<file path="src/rtl/bpsk_packet_assemble.sv">
// Purpose : hunt a sync word (with bit-error tolerance) in a demodulated BPSK bit stream, then gather PACKET_WIDTH LSB-first bytes into a parallel packet.
// Latency : sync_lock rises one edge after the last sync bit; ready rises one edge after the last payload bit.
// Backpres: none towards the slicer; bits arriving while a packet is held are dropped and flagged on overrun.
//
// Ports
//   clk        : single system clock, rising edge
//   rst_n      : asynchronous active-low reset
//   bit_in     : demodulated bit, qualified by bit_valid
//   bit_valid  : one-cycle strobe per recovered bit
//   done       : downstream consumed the held packet (only looked at while holding)
//   sys_packet : assembled packet, byte 0 is the first byte received
//   ready      : packet complete and stable
//   sync_lock  : high while collecting or holding
//   overrun    : one-cycle pulse per bit dropped while holding
module bpsk_packet_assemble #(
    parameter int                    PACKET_WIDTH = 4,
    parameter int                    SYNC_WIDTH   = 16,
    parameter logic [SYNC_WIDTH-1:0] SYNC_WORD    = SYNC_WIDTH'(16'h2DD4),
    parameter int                    SYNC_TOL     = 1
) (
    input  logic                         clk,
    input  logic                         rst_n,
    input  logic                         bit_in,
    input  logic                         bit_valid,
    input  logic                         done,
    output logic [PACKET_WIDTH-1:0][7:0] sys_packet,
    output logic                         ready,
    output logic                         sync_lock,
    output logic                         overrun
);

    localparam int CNT_W = $clog2(SYNC_WIDTH + 1);
    localparam int IDX_W = (PACKET_WIDTH > 1) ? $clog2(PACKET_WIDTH) : 1;

    localparam logic [CNT_W-1:0] FILL_FULL = CNT_W'(SYNC_WIDTH);
    // A tolerance at or above the word length accepts anything; clamp it so it fits the counter.
    localparam logic [CNT_W-1:0] TOL_CNT   = (SYNC_TOL >= SYNC_WIDTH) ? FILL_FULL : CNT_W'(SYNC_TOL);
    localparam logic [IDX_W-1:0] LAST_IDX  = IDX_W'(PACKET_WIDTH - 1);

    typedef enum logic [1:0] {
        S_HUNT    = 2'd0,
        S_COLLECT = 2'd1,
        S_HOLD    = 2'd2
    } state_t;

    state_t state;

    // Only the youngest SYNC_WIDTH-1 bits need storing: together with the
    // incoming bit they form the full candidate window, the oldest bit would
    // be shifted out on the very edge it is compared.
    logic [SYNC_WIDTH-2:0] sync_hist;
    logic [CNT_W-1:0]      fill_cnt;

    // Likewise the byte shifter keeps the 7 bits already received; the 8th
    // arrives on the edge that writes the byte out.
    logic [6:0]            byte_sr;
    logic [2:0]            bit_cnt;
    logic [IDX_W-1:0]      byte_idx;

    logic [SYNC_WIDTH-1:0] next_sync;
    logic [SYNC_WIDTH-1:0] sync_diff;
    logic [CNT_W-1:0]      sync_dist;
    logic [CNT_W-1:0]      fill_next;
    logic                  sync_hit;
    logic [7:0]            byte_next;

    assign next_sync = {sync_hist, bit_in};
    assign sync_diff = next_sync ^ SYNC_WORD;
    assign fill_next = (fill_cnt == FILL_FULL) ? fill_cnt : fill_cnt + CNT_W'(1);
    assign byte_next = {bit_in, byte_sr};

    // Hamming distance between the candidate window and the sync word.
    always_comb begin
        sync_dist = '0;
        for (int i = 0; i < SYNC_WIDTH; i++) begin
            sync_dist = sync_dist + CNT_W'(sync_diff[i]);
        end
    end

    // The fill guard stops the zeroed history from contributing to a match:
    // a full SYNC_WIDTH genuine bits must have been seen since entering hunt.
    assign sync_hit = (sync_dist <= TOL_CNT) && (fill_next == FILL_FULL);

    always_ff @(posedge clk or negedge rst_n) begin
        if (!rst_n) begin
            state      <= S_HUNT;
            sync_hist  <= '0;
            fill_cnt   <= '0;
            byte_sr    <= '0;
            bit_cnt    <= '0;
            byte_idx   <= '0;
            sys_packet <= '0;
            ready      <= 1'b0;
            sync_lock  <= 1'b0;
            overrun    <= 1'b0;
        end else begin
            overrun <= 1'b0;
            case (state)
                S_HUNT: begin
                    if (bit_valid) begin
                        sync_hist <= next_sync[SYNC_WIDTH-2:0];
                        fill_cnt  <= fill_next;
                        if (sync_hit) begin
                            state     <= S_COLLECT;
                            sync_lock <= 1'b1;
                            bit_cnt   <= '0;
                            byte_idx  <= '0;
                        end
                    end
                end

                S_COLLECT: begin
                    if (bit_valid) begin
                        byte_sr <= byte_next[7:1];
                        bit_cnt <= bit_cnt + 3'd1;
                        if (bit_cnt == 3'd7) begin
                            sys_packet[byte_idx] <= byte_next;
                            if (byte_idx == LAST_IDX) begin
                                state <= S_HOLD;
                                ready <= 1'b1;
                            end else begin
                                byte_idx <= byte_idx + IDX_W'(1);
                            end
                        end
                    end
                end

                S_HOLD: begin
                    // A bit arriving here is lost even on the done cycle, so
                    // the next hunt starts from an empty history.
                    if (bit_valid) begin
                        overrun <= 1'b1;
                    end
                    if (done) begin
                        state     <= S_HUNT;
                        ready     <= 1'b0;
                        sync_lock <= 1'b0;
                        sync_hist <= '0;
                        fill_cnt  <= '0;
                    end
                end

                default: begin
                    state <= S_HUNT;
                end
            endcase
        end
    end

endmodule

</file>
<file path="config.mk">
export PLATFORM = sky130hd
export DESIGN_NAME = bpsk_packet_assemble
export DESIGN_NICKNAME = d
export VERILOG_FILES = /design/src/rtl/bpsk_packet_assemble.sv
export SDC_FILE = /design/constraint.sdc
export NUM_CORES = 1
export LEC_CHECK = 0
export CAP_MARGIN = 20
export CORE_ASPECT_RATIO = 0.75
export CORE_UTILIZATION = 35
export CTS_CLUSTER_DIAMETER = 120
export CTS_CLUSTER_SIZE = 14
export DETAILED_ROUTE_END_ITERATION = 8
export GPL_ROUTABILITY_DRIVEN = 0
export PLACE_DENSITY = 0.58
export SYNTH_ARGS = -nofsm -noshare
export SYNTH_HDL_FRONTEND = slang
export SYNTH_SLANG_ARGS = --single-unit
export TNS_END_PERCENT = 5
</file>
<file path="constraint.sdc">
create_clock -name clk -period 7.4 [get_ports clk]
set_clock_uncertainty 0.05 [all_clocks]
set_input_delay 2.22 -clock clk [delete_from_list [all_inputs] [get_ports clk]]
set_output_delay 2.22 -clock clk [all_outputs]
set_load 0.005 [all_outputs]
</file>
## After elaboration in Yosys (flattened, before gate mapping)

Index checks and enable logic that the tools add are counted.

- Bits in registers: 69
- Input port bits: 5
- Output and inout port bits: 35
- Logic and storage cells: 99

- Add/subtract/negate cells: 18
- Order comparisons: 3
- Eq/ne operators: 13
- Multiplexer cells: 37
- Bitwise logic cells: 1
- Reduce and logical (&&, ||, !) cells: 14

Operator list:

| cell | count |
|---|---|
| adder 5 x 1 -> 5 bit | 11 |
| bitwise mux 32 bit | 1 |
| two-way mux 15 bit | 2 |
| case mux 15 bit (2 select lines) | 1 |
| two-way mux 2 bit | 11 |
| demux 8 bit (select 2 bit) | 1 |
| two-way mux 5 bit | 3 |
| != test 2 bit, second input constant | 7 |
| AND reduction 6 bit | 2 |
| equality test 5 bit, second input constant | 2 |
| case mux 5 bit (2 select lines) | 1 |
| two-way mux 3 bit | 3 |
| two-way mux 1 bit | 8 |
| two-way mux 8 bit | 1 |
| inverter 8 bit | 1 |
| AND reduction 4 bit | 2 |
| case mux 2 bit (3 select lines) | 1 |
| case mux 3 bit (2 select lines) | 1 |
| AND reduction 3 bit | 2 |
| nonzero test 2 bit | 3 |
| adder 4 x 1 -> 5 bit | 1 |
| adder 5 x 1 -> 5 bit, second input constant | 1 |
| less-or-equal comparator 5 x 1 -> 1 bit, second input constant | 1 |
| AND reduction 5 bit | 1 |
| 15 further kinds | 18 |

## Depth between registers and ports, before layout

Gate-level depths: netlist of the first run.

- Depth after elaboration: 20
- Mapped depth: 16
- Gate-level depth less buffers: 16

## Worst setup path before layout of the first run

No wires, ideal clock.

- Path type: input to register
- Start: input port bit_in
- End: register state[0]
- Setup time: 66 ps
- Data arrival time: 5900 ps
- Required time: 7284 ps
- Setup slack: 1384 ps
- Stages on the path: 14
- Path buffers: 0
- Cells stage by stage: fa_1 -> fa_1 -> fa_1 -> inv_1 -> fa_1 -> inv_1 -> ha_1 -> inv_1 -> fa_1 -> nor2_1 -> a31oi_1 -> or4b_4 -> nor3b_4 -> a22o_1

- Word-level cells in the longest chain between the ends: 19

Ends and longest elaborated chain:

| item | RTL line | source |
|---|---|---|
| start: declaration | 23 | `input logic bit_in,` |
| adder 1 x 1 -> 2 bit | 76 | `sync_dist = sync_dist + CNT_W'(sync_diff[i]);` |
| adder 2 x 1 -> 3 bit | 76 |  |
| adder 3 x 1 -> 4 bit | 76 |  |
| adder 4 x 1 -> 5 bit | 76 |  |
| adder 5 x 1 -> 5 bit (11 in series) | 76 |  |
| less-or-equal comparator 5 x 1 -> 1 bit | 82 | `assign sync_hit = (sync_dist <= TOL_CNT) && (fill_next == FILL_FULL);` |
| logical AND 1 bit | 82 |  |
| != test 2 bit (no line) | - |  |
| AND reduction 6 bit (no line) | - |  |
| end signal: assignment | 86 | `state <= S_HUNT;` |
| end signal: assignment | 104 | `state <= S_COLLECT;` |
| end signal: assignment | 119 | `state <= S_HOLD;` |
| end: declaration | 46 | `state_t state;` |

No other way between the ends.
A chain may end at the register's enable or synchronous reset.

## Worst setup path in the final report of the first run

Same ends and word-level chain as after synthesis.

==> results of run 1 <==
## final timing paths
path	end	slack [ps]	cells after the start
max	state[0]	940	15
min	sys_packet[4]	450	1
max reg2reg	state[0]	2960	15
min reg2reg	sys_packet[4]	450	1
max in group asynchronous	overrun	4680	2
min in group asynchronous	sys_packet[27]	2050	2
## worst max-delay path, cell delays in order
cell and delay, ps:
clkdlybuf4s50_1 550, fa_1 620, fa_1 460, fa_1 510, inv_1 50, fa_1 420
inv_1 60, ha_1 140, inv_1 50, fa_1 370, nor2_1 90, a31oi_1 90
or4b_4 500, nor3b_4 340, a22o_1 190
## routing by layer
layer,vias up,part of all wire [%]
met3,7,3.5
met4,0,0.99
li1,959,-
met5,-,0
met2,30,43
met1,1034,53
## sequential cells by signal, indices dropped and copies added, names as in the netlist
register	count
sync_lock	1
byte_sr	7
sync_hist	15
ready	1
sys_packet	32
state	2
bit_cnt	3
overrun	1
fill_cnt	5
byte_idx	2
## power by group through the flow
stage                     Combinational [mW]  Sequential, mW  Clock (mW)
final                                  0.783           0.523       0.463
after global routing                   0.932           0.536       0.490
after CTS                              0.802           0.522       0.474
after detailed placement               0.798           0.527           0
after global placement                 0.741           0.526           0
after floorplan                        0.637           0.503           0
## placed cells by master (no fill, tap or decap), types with 2 or more instances in the layout
master	count
a21oi_1	7
a22o_1	19
a22oi_1	2
a31oi_1	3
and2_1	2
buf_4	2
bufinv_16	2
clkbuf_16	9
clkbuf_8	2
clkdlybuf4s50_1	38
clkinv_2	2
dfrtp_1	69
fa_1	10
ha_1	13
inv_1	30
mux2_2	39
nand2_1	10
nand2b_1	4
nand3_1	3
nor2_1	7
nor2b_1	4
nor3_1	3
o21ai_0	4
o21ai_1	3
xnor2_1	3
xor2_1	2
## logic make-up after synthesis
family | Yosys count | synth area share, %
buffers and inverters | 37 | 4.44
DFF | 69 | 53.3
and+or+nand+nor | 39 | 6.92
muxes | 40 | 13.9
adders and majority gates | 23 | 11.2
AOI/OAI and AO/OA | 40 | 8.89
xor gates and xnor gates | 5 | 1.35
## per-stage QoR
stage                     power, mW  utilization, %  worst slack [ps]  std cells  cell area (um^2)
final                          1.77            46.7               940        411              4070
after global routing           1.96            46.7               679        411              4070
after CTS                      1.80            46.7               901        411              4070
after detailed placement       1.33            43.0               566        395              3740
after global placement         1.27            43.0               650        395              3740
after floorplan                1.14               -              1380        253              3240
## final cells by class
type | instances | area [um^2]
Fill cell | 801 | 4640
Sequential cell | 69 | 1730
Multi-Input combinational cell | 147 | 1370
Timing Repair Buffer | 41 | 400
Clock buffer | 12 | 256
Tap cell | 108 | 135
Inverter | 30 | 113
Clock inverter | 4 | 70.1
## cells in the mapped netlist, drive strengths merged, types with 4 or more instances
| master | number |
|---|---|
| mux2 | 39 |
| fa | 10 |
| dfrtp | 69 |
| o21ai | 7 |
| nor2b | 4 |
| nand2 | 10 |
| ha | 13 |
| nor2 | 7 |
| buf | 4 |
| a21oi | 7 |
| a22o | 19 |
| nand2b | 4 |
| inv | 30 |
==> impl_metrics.csv, run 1 <==
group,metric,value,unit
status,status,"completed",
synth,yosys.area.top_type,"dfrtp_1",
placement,dpl.hpwl,4230,um
cells_and_area,diodes,0,
worst_setup_path,crit_type,"in2reg",
timing,setup_viol,0,
global_routing,grt_overflow,0,
timing,tightest_slew,883,ps
synth,yosysWarnings,0,
routing,drt-wirelength-per-cell,15.0,um
worst_setup_path,crit_path_start,"bit_in",
global_routing,busiest_layer,"met1",
routing,ant_nets,0,
synth,async_flop_share,100,%
pwr,ir_drop,339,uV
synth,netlist.area_leader.share,53.3,%
timing,period_share,87.3,%
cts,cts_max_path_buffers,2,
floorplanning,start_util,37.2,%
synth,synth-edff-count,0,
worst_setup_path,timing.rr.start,"sync_hist[3]",
pwr,p_sw,0.629,mW
cts,clkLatencyLatePin,320,ps
synth,synthTopCellsByArea,"dfrtp_1 53%, mux2_2 14%, fa_1 6.2%, a22o_1 5.1%, ha_1 5.0%",
synth,avgSynthCellArea,12.8,um^2
pwr,power.share.clock,26.2,%
synth,postSynthCellCount,253,
synth,syn_nets,281,
worst_setup_path,worstPathMaxFanout,7,
global_routing,grt_max_degree,70,
pwr,intPower,1.14,mW
hold_path,min_from,"sys_packet[4]",
global_routing,grt.met3_usage,4.29,%
worst_setup_path,crit_arrival,6670,ps
timing,fmax,155,MHz
timing,post-route-min-period,6460,ps
run,max_cap_viol_count,0,
synth,synth_seq_cells,69,
routing,wirelength,6150,um
hold_path,hold_class,"reg2reg",
cells_and_area,layout.nets,326,
timing,drv_slew,0,
worst_setup_path,startpoint_type,"primary input",
pwr,p_sw_share,35.6,%
floorplanning,rows,29,
synth,yosysUniqueCellTypes,31,
routing,drcViolationCount,0,
synth,ys.flop_type,"dfrtp_1",
timing,whs,453,ps
pwr,seqPwrFrac,29.6,%
routing,viasPerCell,4.94,
synth,synth_area,3240,um^2
routing,dr_total_vias,2030,
global_routing,grt_pass1_vias,2084,
global_routing,gr-usage-met1,21.4,%
routing,first_pass_iters,4,
cells_and_area,area_growth,25.7,%
cts,htree_levels,3,
floorplanning,die_y,85.3,um
floorplanning,die_area,9640,um^2
placement,io_buffers,39,
cts,cts.sinks,69,
cts,post-cts-setup-buffers,0,
cts,cts_tree,"done",
floorplanning,die_x,113,um
synth,ys_seq_area_share,53.3,%
routing,initialDrtViolationCount,61,
cts,numCtsBuffers,9,
global_routing,grtUsageTotal,14.3,%
floorplanning,io_pins,40,
pwr,leakagePower,1.97,nW
floorplanning,core,8710,um^2
timing,rsz0062_at_grt,"false",
pwr,powerDensity,435,nW/um^2
cells_and_area,layout-drive-gt1-share,19.5,%
timing,finalSetupTns,0,ps
global_routing,antenna_found_initial,0,
worst_setup_path,worstPathRequired,7610,ps
pwr,combPwrFrac,44.3,%
cts,hold_buffers,0,
global_routing,grt_first_pass_wirelength,10700,um
cts,post_cts.resized_instances,0,
global_routing,use_met2,19.7,%
timing,relSlewSlack,41.1,%
cts,root_buffer,"clkbuf_16",
cts,clk_pin_slew_worst_paths,50,ps
timing,hold_violations,0,
worst_setup_path,end_kind,"register",
(Power assumes the default switching activity.)
==> run 2: changes to the inputs <==
--- a/config.mk
+++ b/config.mk
@@ -6,7 +6,6 @@
 export NUM_CORES = 1
 export LEC_CHECK = 0
 export CAP_MARGIN = 20
-export CORE_ASPECT_RATIO = 0.75
 export CORE_UTILIZATION = 35
 export CTS_CLUSTER_DIAMETER = 120
 export CTS_CLUSTER_SIZE = 14
==> constraint.sdc (replaced) <==
create_clock -name clk -period 7.4 [get_ports clk]
set_clock_uncertainty 0.05 [all_clocks]
set_input_delay 2.22 -clock clk [delete_from_list [all_inputs] [get_ports clk]]
set_output_delay 2.22 -clock clk [all_outputs]
set_load 0.01 [all_outputs]
==> impl_metrics.csv, run 2 (synthesized netlist as in run 1, its figures left out) <==
group,metric,value,unit
status,status,"completed",
pwr,leakagePower,1.90,nW
run,max_cap_viol_count,0,
cells_and_area,postLayoutCellArea,3920,um^2
cells_and_area,regMostFlops,"sys_packet",
cells_and_area,layout.nets,326,
floorplanning,die_x,98.2,um
cts,root_buffer,"clkbuf_8",
global_routing,antenna_found_initial,0,
cells_and_area,reg_top3,"sys_packet: 32 flops, sync_hist: 15 flops, byte_sr: 7 flops",
cts,post_cts.resized_instances,0,
cells_and_area,layout_commonest_cell,"dfrtp_1",
global_routing,grt_pass1_vias,2170,
hold_path,hold-path-cell-count,1,
routing,first_pass_iters,4,
cts,hold_buffers,0,
global_routing,gr-usage-met1,19.2,%
worst_setup_path,worstPathMaxFanout,7,
global_routing,busiest_layer,"met2",
timing,fmax,154,MHz
routing,initialDrtViolationCount,80,
routing,ant_nets,0,
worst_setup_path,worstPathRequired,7640,ps
cts,clk_pin_slew_worst_paths,70,ps
cts,htree_levels,3,
floorplanning,io_pins,40,
cts,cts_max_path_buffers,2,
routing,wirelength,6260,um
worst_setup_path,end_kind,"register",
routing,drcViolationCount,0,
floorplanning,rows,34,
pwr,ir_drop,175,uV
placement,dpl.hpwl,4140,um
timing,setup_viol,0,
global_routing,grt_max_degree,70,
timing,finalSetupTns,0,ps
timing,drv_slew,0,
floorplanning,start_util,36.6,%
cells_and_area,layout-drive-gt1-share,19.2,%
routing,dr_total_vias,2032,
timing,setup_ws,916,ps
global_routing,grt_overflow,0,
cells_and_area,largest_reg_flops,32,
cells_and_area,area_growth,21.1,%
pwr,p_total,1.63,mW
placement,pre_cts_slack,537,ps
cells_and_area,final_cell_mix,"69 x dfrtp_1, 39 x mux2_2, 38 x clkdlybuf4s50_1, 30 x inv_1, 19 x a22o_1",
worst_setup_path,startpoint_type,"primary input",
floorplanning,die_y,98.2,um
pwr,powerDensity,415,nW/um^2
placement,io_buffers,39,
cts,clkLatencyLatePin,340,ps
timing,relSlewSlack,42.9,%
cts,cts.sinks,69,
cells_and_area,diodes,0,
timing,rsz0062_at_grt,"false",
hold_path,hold_class,"reg2reg",
floorplanning,core,8850,um^2
timing,post-route-min-period,6480,ps
placement,placed_area,3740,um^2
timing,hold_violations,0,
worst_setup_path,ff2ff_path_depth,15,
worst_setup_path,crit_arrival,6720,ps
routing,viasPerCell,4.96,
floorplanning,die_area,9640,um^2
global_routing,grtUsageTotal,14.5,%
cells_and_area,fin_util,44.3,%
cts,post-cts-setup-buffers,0,
timing,tightest_slew,856,ps
global_routing,use_met2,22.0,%
worst_setup_path,crit_type,"in2reg",
routing,drt-wirelength-per-cell,15.3,um
global_routing,grt_first_pass_wirelength,10800,um
timing,period_share,87.6,%
cts,numCtsBuffers,9,
global_routing,grt.met3_usage,4.22,%
cts,cts_tree,"done",
-- run 2: path summary, 6_finish.rpt --
path	start	to	slack [ps]
worst min register to register	sys_packet[15]	sys_packet[15]	450
worst max register to register	sync_hist[3]	sync_lock	2900
worst min-delay path	sys_packet[15]	sys_packet[15]	450
max in group asynchronous	rst_n	sync_hist[3]	4740
worst max-delay path	bit_in	sync_lock	920
min in group asynchronous	rst_n	sys_packet[28]	2010
-- run 2: stage by stage --
stage          hold slack [ps]  cells
6_report                   453    410
3_3_place_gp               438    395
5_1_grt                    464    410
3_5_place_dp               442    395
4_1_cts                    459    410
2_1_floorplan              423    253
-- run 2: layout make-up --
cell class	count	area [um^2]
fill	849	4930
sequential	69	1730
multi-input combinational	147	1370
timing repair buffer	41	400
tap	108	135
clock buffer	10	128
inverter	30	113
clock inverter	5	52.6
-- run 2: critical path: stages --
cell and delay (ps):
clkdlybuf4s50_1 540, fa_1 610, fa_1 450, fa_1 520, inv_1 50, fa_1 420
inv_1 60, ha_1 150, inv_1 60, fa_1 380, nor2_1 100, a31oi_1 100
or4b_4 500, nor3b_4 360, a22o_1 200
-- run 2: metal layers --
layer | wire [um] | vias to the layer above | share of wire, %
met3 | 312 | 10 | 5.0
met1 | 2950 | 1017 | 47
met5 | 0 | - | 0
met2 | 2870 | 46 | 46
li1 | - | 959 | -
met4 | 125 | 0 | 2.0
-- run 2: power by group --
group          internal [mW]  switching, mW  leakage (nW)  total [mW]
clock                  0.152          0.144        0.0919       0.296
sequential             0.445         0.0773         0.928       0.523
combinational          0.390          0.418         0.875       0.808
total                  0.987          0.639          1.90        1.63
==> run 3: changes to the inputs <==
--- a/config.mk
+++ b/config.mk
@@ -15,4 +15,4 @@
 export SYNTH_ARGS = -nofsm -noshare
 export SYNTH_HDL_FRONTEND = slang
 export SYNTH_SLANG_ARGS = --single-unit
-export TNS_END_PERCENT = 5
+export TNS_END_PERCENT = 20
==> results of run 3 <==
No change in the layout: final DEF, timing and power equal those of run 2.
